===== src/rtl/multi_channel_pulser.sv =====
// rtl/multi_channel_pulser.sv - per-channel synchronise, debounce and edge-pulse generator
// Optional auto-repeat of rise_pulse: define MULTI_CHANNEL_PULSER_AUTO_REPEAT_EN
module multi_channel_pulser #(
    parameter int CHANNELS        = 4,
    parameter int DEBOUNCE_CYCLES = 16,
    parameter int REPEAT_DELAY    = 1000,
    parameter int REPEAT_PERIOD   = 250
) (
    input  logic                clk,
    input  logic                reset,
    input  logic [CHANNELS-1:0] raw_in,
    output logic [CHANNELS-1:0] level,
    output logic [CHANNELS-1:0] rise_pulse,
    output logic [CHANNELS-1:0] fall_pulse,
    output logic                any_pulse
);

    localparam int CW = $clog2(DEBOUNCE_CYCLES + 1);
    localparam logic [CW-1:0] CNT_LAST = CW'(DEBOUNCE_CYCLES - 1);

    logic [CHANNELS-1:0] s1;
    logic [CHANNELS-1:0] s2;
    logic [CW-1:0]       cnt [CHANNELS];
    logic [CHANNELS-1:0] accept;
    logic [CHANNELS-1:0] rep_fire;

    // A channel accepts its synchronised value once it has differed from level for DEBOUNCE_CYCLES edges
    always_comb begin
        accept = '0;
        for (int i = 0; i < CHANNELS; i++) begin
            accept[i] = (s2[i] != level[i]) && (cnt[i] == CNT_LAST);
        end
    end

    // Synchroniser chain, debounce counters, level and edge pulses
    always_ff @(posedge clk) begin
        if (reset) begin
            s1         <= '0;
            s2         <= '0;
            level      <= '0;
            rise_pulse <= '0;
            fall_pulse <= '0;
            for (int i = 0; i < CHANNELS; i++) begin
                cnt[i] <= '0;
            end
        end else begin
            s1         <= raw_in;
            s2         <= s1;
            rise_pulse <= rep_fire;
            fall_pulse <= '0;
            for (int i = 0; i < CHANNELS; i++) begin
                if (s2[i] == level[i]) begin
                    cnt[i] <= '0;
                end else if (accept[i]) begin
                    level[i] <= s2[i];
                    cnt[i]   <= '0;
                    if (s2[i]) begin
                        rise_pulse[i] <= 1'b1;
                    end else begin
                        fall_pulse[i] <= 1'b1;
                    end
                end else begin
                    cnt[i] <= cnt[i] + 1'b1;
                end
            end
        end
    end

`ifdef MULTI_CHANNEL_PULSER_AUTO_REPEAT_EN
    localparam int REP_MAX = (REPEAT_DELAY > REPEAT_PERIOD) ? REPEAT_DELAY : REPEAT_PERIOD;
    localparam int RW      = $clog2(REP_MAX + 1);
    localparam logic [RW-1:0] DLY_LAST = RW'(REPEAT_DELAY - 1);
    localparam logic [RW-1:0] PER_LAST = RW'(REPEAT_PERIOD - 1);

    logic [RW-1:0]       rcnt [CHANNELS];
    logic [CHANNELS-1:0] rep_phase;

    // Repeat fires when the held channel reaches its delay (first) or period (later) target;
    // suppressed on the edge where the channel falls so rise and fall never coincide
    always_comb begin
        rep_fire = '0;
        for (int i = 0; i < CHANNELS; i++) begin
            rep_fire[i] = level[i] && !accept[i] &&
                          (rcnt[i] == (rep_phase[i] ? PER_LAST : DLY_LAST));
        end
    end

    // Repeat counters run only while the debounced level is high
    always_ff @(posedge clk) begin
        for (int i = 0; i < CHANNELS; i++) begin
            if (reset || !level[i]) begin
                rcnt[i]      <= '0;
                rep_phase[i] <= 1'b0;
            end else if (rep_fire[i]) begin
                rcnt[i]      <= '0;
                rep_phase[i] <= 1'b1;
            end else begin
                rcnt[i] <= rcnt[i] + 1'b1;
            end
        end
    end
`else
    assign rep_fire = '0;
`endif

    assign any_pulse = |{rise_pulse, fall_pulse};

endmodule


===== config.mk =====
export PLATFORM = sky130hd
export DESIGN_NAME = multi_channel_pulser
export DESIGN_NICKNAME = d
export VERILOG_FILES = /design/src/rtl/multi_channel_pulser.sv
export SDC_FILE = /design/constraint.sdc
export NUM_CORES = 1
export LEC_CHECK = 0
export CORE_MARGIN = 2
export CORE_UTILIZATION = 58
export CTS_CLUSTER_SIZE = 10
export DETAILED_ROUTE_END_ITERATION = 6
export PLACE_DENSITY = 0.82
export SYNTH_ARGS = -nofsm -noshare
export SYNTH_HDL_FRONTEND = slang
export SYNTH_SLANG_ARGS = --single-unit

===== constraint.sdc =====
create_clock -name clk -period 3.5 [get_ports clk]
set_input_delay 0.525 -clock clk [delete_from_list [all_inputs] [get_ports clk]]
set_output_delay 0.525 -clock clk [all_outputs]
set_load 0.005 [all_outputs]

==> impl_metrics.tcl <==
set metrics [dict create \
    status "completed" \
    die_area_sq_um 3258 \
    clockBufferDepth 2 \
    drtIter0Drc 16 \
    rsz0062_at_grt "false" \
    cp_num_buf_inv 1 \
    fillers 186 \
    reg2reg_slack_ns 1.68 \
    htreeDepth 2 \
    leakage_nw 0.8165 \
    clock_sinks 40 \
    layout_commonest_cell "nor2_1" \
    ys_types 17 \
    drive_above_1_share_pct 11.56 \
    max_stage_delay_ns 0.45 \
    vias 977 \
    critical_path_class "reg2out" \
    p_total_w 0.0008829 \
    rows 19 \
    netlist.area_leader.share_pct 36.75 \
    synth_top_cell_by_area "edfxtp_1" \
    cpLargestDelayFamily "buffers and inverters" \
    tightest_slew_ns 0.7531 \
    design_area_sq_um 2012 \
    fmax_ghz 0.4991 \
    grt_max_degree 25 \
    cp_max_fo 2 \
    worstSkewPairLatency_ns 0.35 \
    worstSetupEndpointType "output port" \
    slew_headroom_pct 49.64 \
    ys_ff_latch 40 \
    root_buffer "clkbuf_4" \
    place_hpwl_um 1909 \
    crit_slowest_cell "clkdlybuf4s50_1" \
    seq_area_sq_um 1001 \
    ant_nets 0 \
    ir_drop_v 0.0004125 \
    cts_resized 0 \
    slew_violations 0 \
    layout_common_cells "nor2_1, edfxtp_1, conb_1, dfxtp_1, clkdlybuf4s50_1" \
    yosysSeqAreaShare_pct 61.26 \
    track_usage_pct 17.51 \
    gp_congestion 0.7515 \
    firstDrtPassIters 4 \
    pin_count 19 \
    core_sq_um 2710 \
    final-setup-viol-count 0 \
    areaGrowthSynthToFinish_pct 23.12 \
    post-route-min-period_ns 2.004 \
    numCtsBuffers 5 \
    vias_per_cell 4.789 \
    syn-mean-instance-area_sq_um 12.57 \
    required_ns 2.97 \
    final_hold_viol_count 0 \
    die_w_um 57.08 \
    ctsHoldBuffers 0 \
    startpoint_type "flip-flop" \
    fin_nets 186 \
    grt_pass1_wl_um 4229 \
    ys_warn_count 0 \
    post_dp_cell_area_sq_um 1917 \
    drt_drc_violations_left 0 \
    finClkSkew_ns 0.006239 \
    wire_per_inst_um 12.08 \
    final_util_pct 74.24 \
    chipHeight_um 57.08 \
    port_buffers 18 \
    path_cells "nor4_1 > nand2_1 > clkdlybuf4s50_1" \
    timing.final.crit_share_pct 57.25 \
    cts_tree "built" \
    overflow 0 \
    first_global_vias 1003 \
    wirelength_um 2465 \
    diodes 0 \
    synth_area_sq_um 1634 \
    synthCells 130 \
    maxCapViolations 0 \
    antenna_found_initial 0 \
    power_density_nw_per_um2 438.8 \
    cp.arrival_ns 1.48 \
    hold_class "reg2reg" \
    tns_ns 0 \
    start_util_pct 60.30 \
    synth_area_leaders "edfxtp_1, dfxtp_1, and4bb_2" \
    post-cts-setup-buffer-count 0 \
    clk_pin_slew_ns 0.11 \
    multi_input_area_sq_um 666.9 \
]
## synthesized netlist by cell type
cell type and count:
dfxtp_1 20, or3_4 4, nand3_1 4, inv_1 8
nor2_1 24, nand2_1 1, edfxtp_1 20, and3_1 4
mux2i_1 4, conb_1 1, clkbuf_1 2, nor2b_1 8
xnor2_1 8, nor4_1 2, xor2_1 4, and4bb_2 8
ha_1 8
## metal layers
| layer | track usage (%) | routed length [um] |
|---|---|---|
| met5 | 0 | 0 |
| met4 | 6.645 | 31 |
| met3 | 8.390 | 115 |
| met2 | 29.39 | 1232 |
| met1 | 19.25 | 1085 |
## area by class of cell
type	instances	share of cell area, %
clock inverter	1	1.493
inverter	8	1.493
timing repair buffer	18	8.955
tap	31	1.928
sequential	40	49.75
multi-input combinational	99	33.15
clock buffer	7	3.234
## sequential cells by signal, indices dropped and copies added, names as in the netlist
name        count
cnt            20
fall_pulse      4
level           4
rise_pulse      4
s1              4
s2              4
## logic make-up (layout without fill, tap and decap cells)
family / after synthesis / after routing / synth area share (%)
muxes: 4 / 4 / 2.450
xor gates and xnor gates: 12 / 12 / 6.432
adders and majority gates: 8 / 8 / 6.126
other: 1 / 20 / 0.2295
buffers and inverters: 10 / 34 / 2.297
DFF: 40 / 40 / 61.26
and+or+nand+nor: 55 / 55 / 21.21
## where the power goes
group / leakage, nW / internal [W] / switching [W]
registers: 0.369 / 0.000506 / 0.00000891
clock network: 0.0515 / 0.000190 / 0.000141
logic: 0.396 / 0.0000190 / 0.0000185
## path summary, 6_finish.rpt
check        cells after the start                     start                      end
max                              3  fall_pulse[1]$_SDFF_PP0_                any_pulse
min                              1          s1[2]$_SDFF_PP0_         s2[2]$_SDFF_PP0_
max reg2reg                      5   cnt[0][0]$_SDFFCE_PN0P_  cnt[0][2]$_SDFFCE_PN0P_
min reg2reg                      1          s1[2]$_SDFF_PP0_         s2[2]$_SDFF_PP0_
## stage by stage
step	hold slack [ns]	setup WS (ns)	instances
after global routing	0.4589	1.370	204
final	0.4453	1.496	204
after global placement	0.4172	1.412	196
after detailed placement	0.4223	1.311	196
after floorplan	0.4138	1.846	149
after CTS	0.4479	1.478	204
Power figures use the tool's default switching activity.
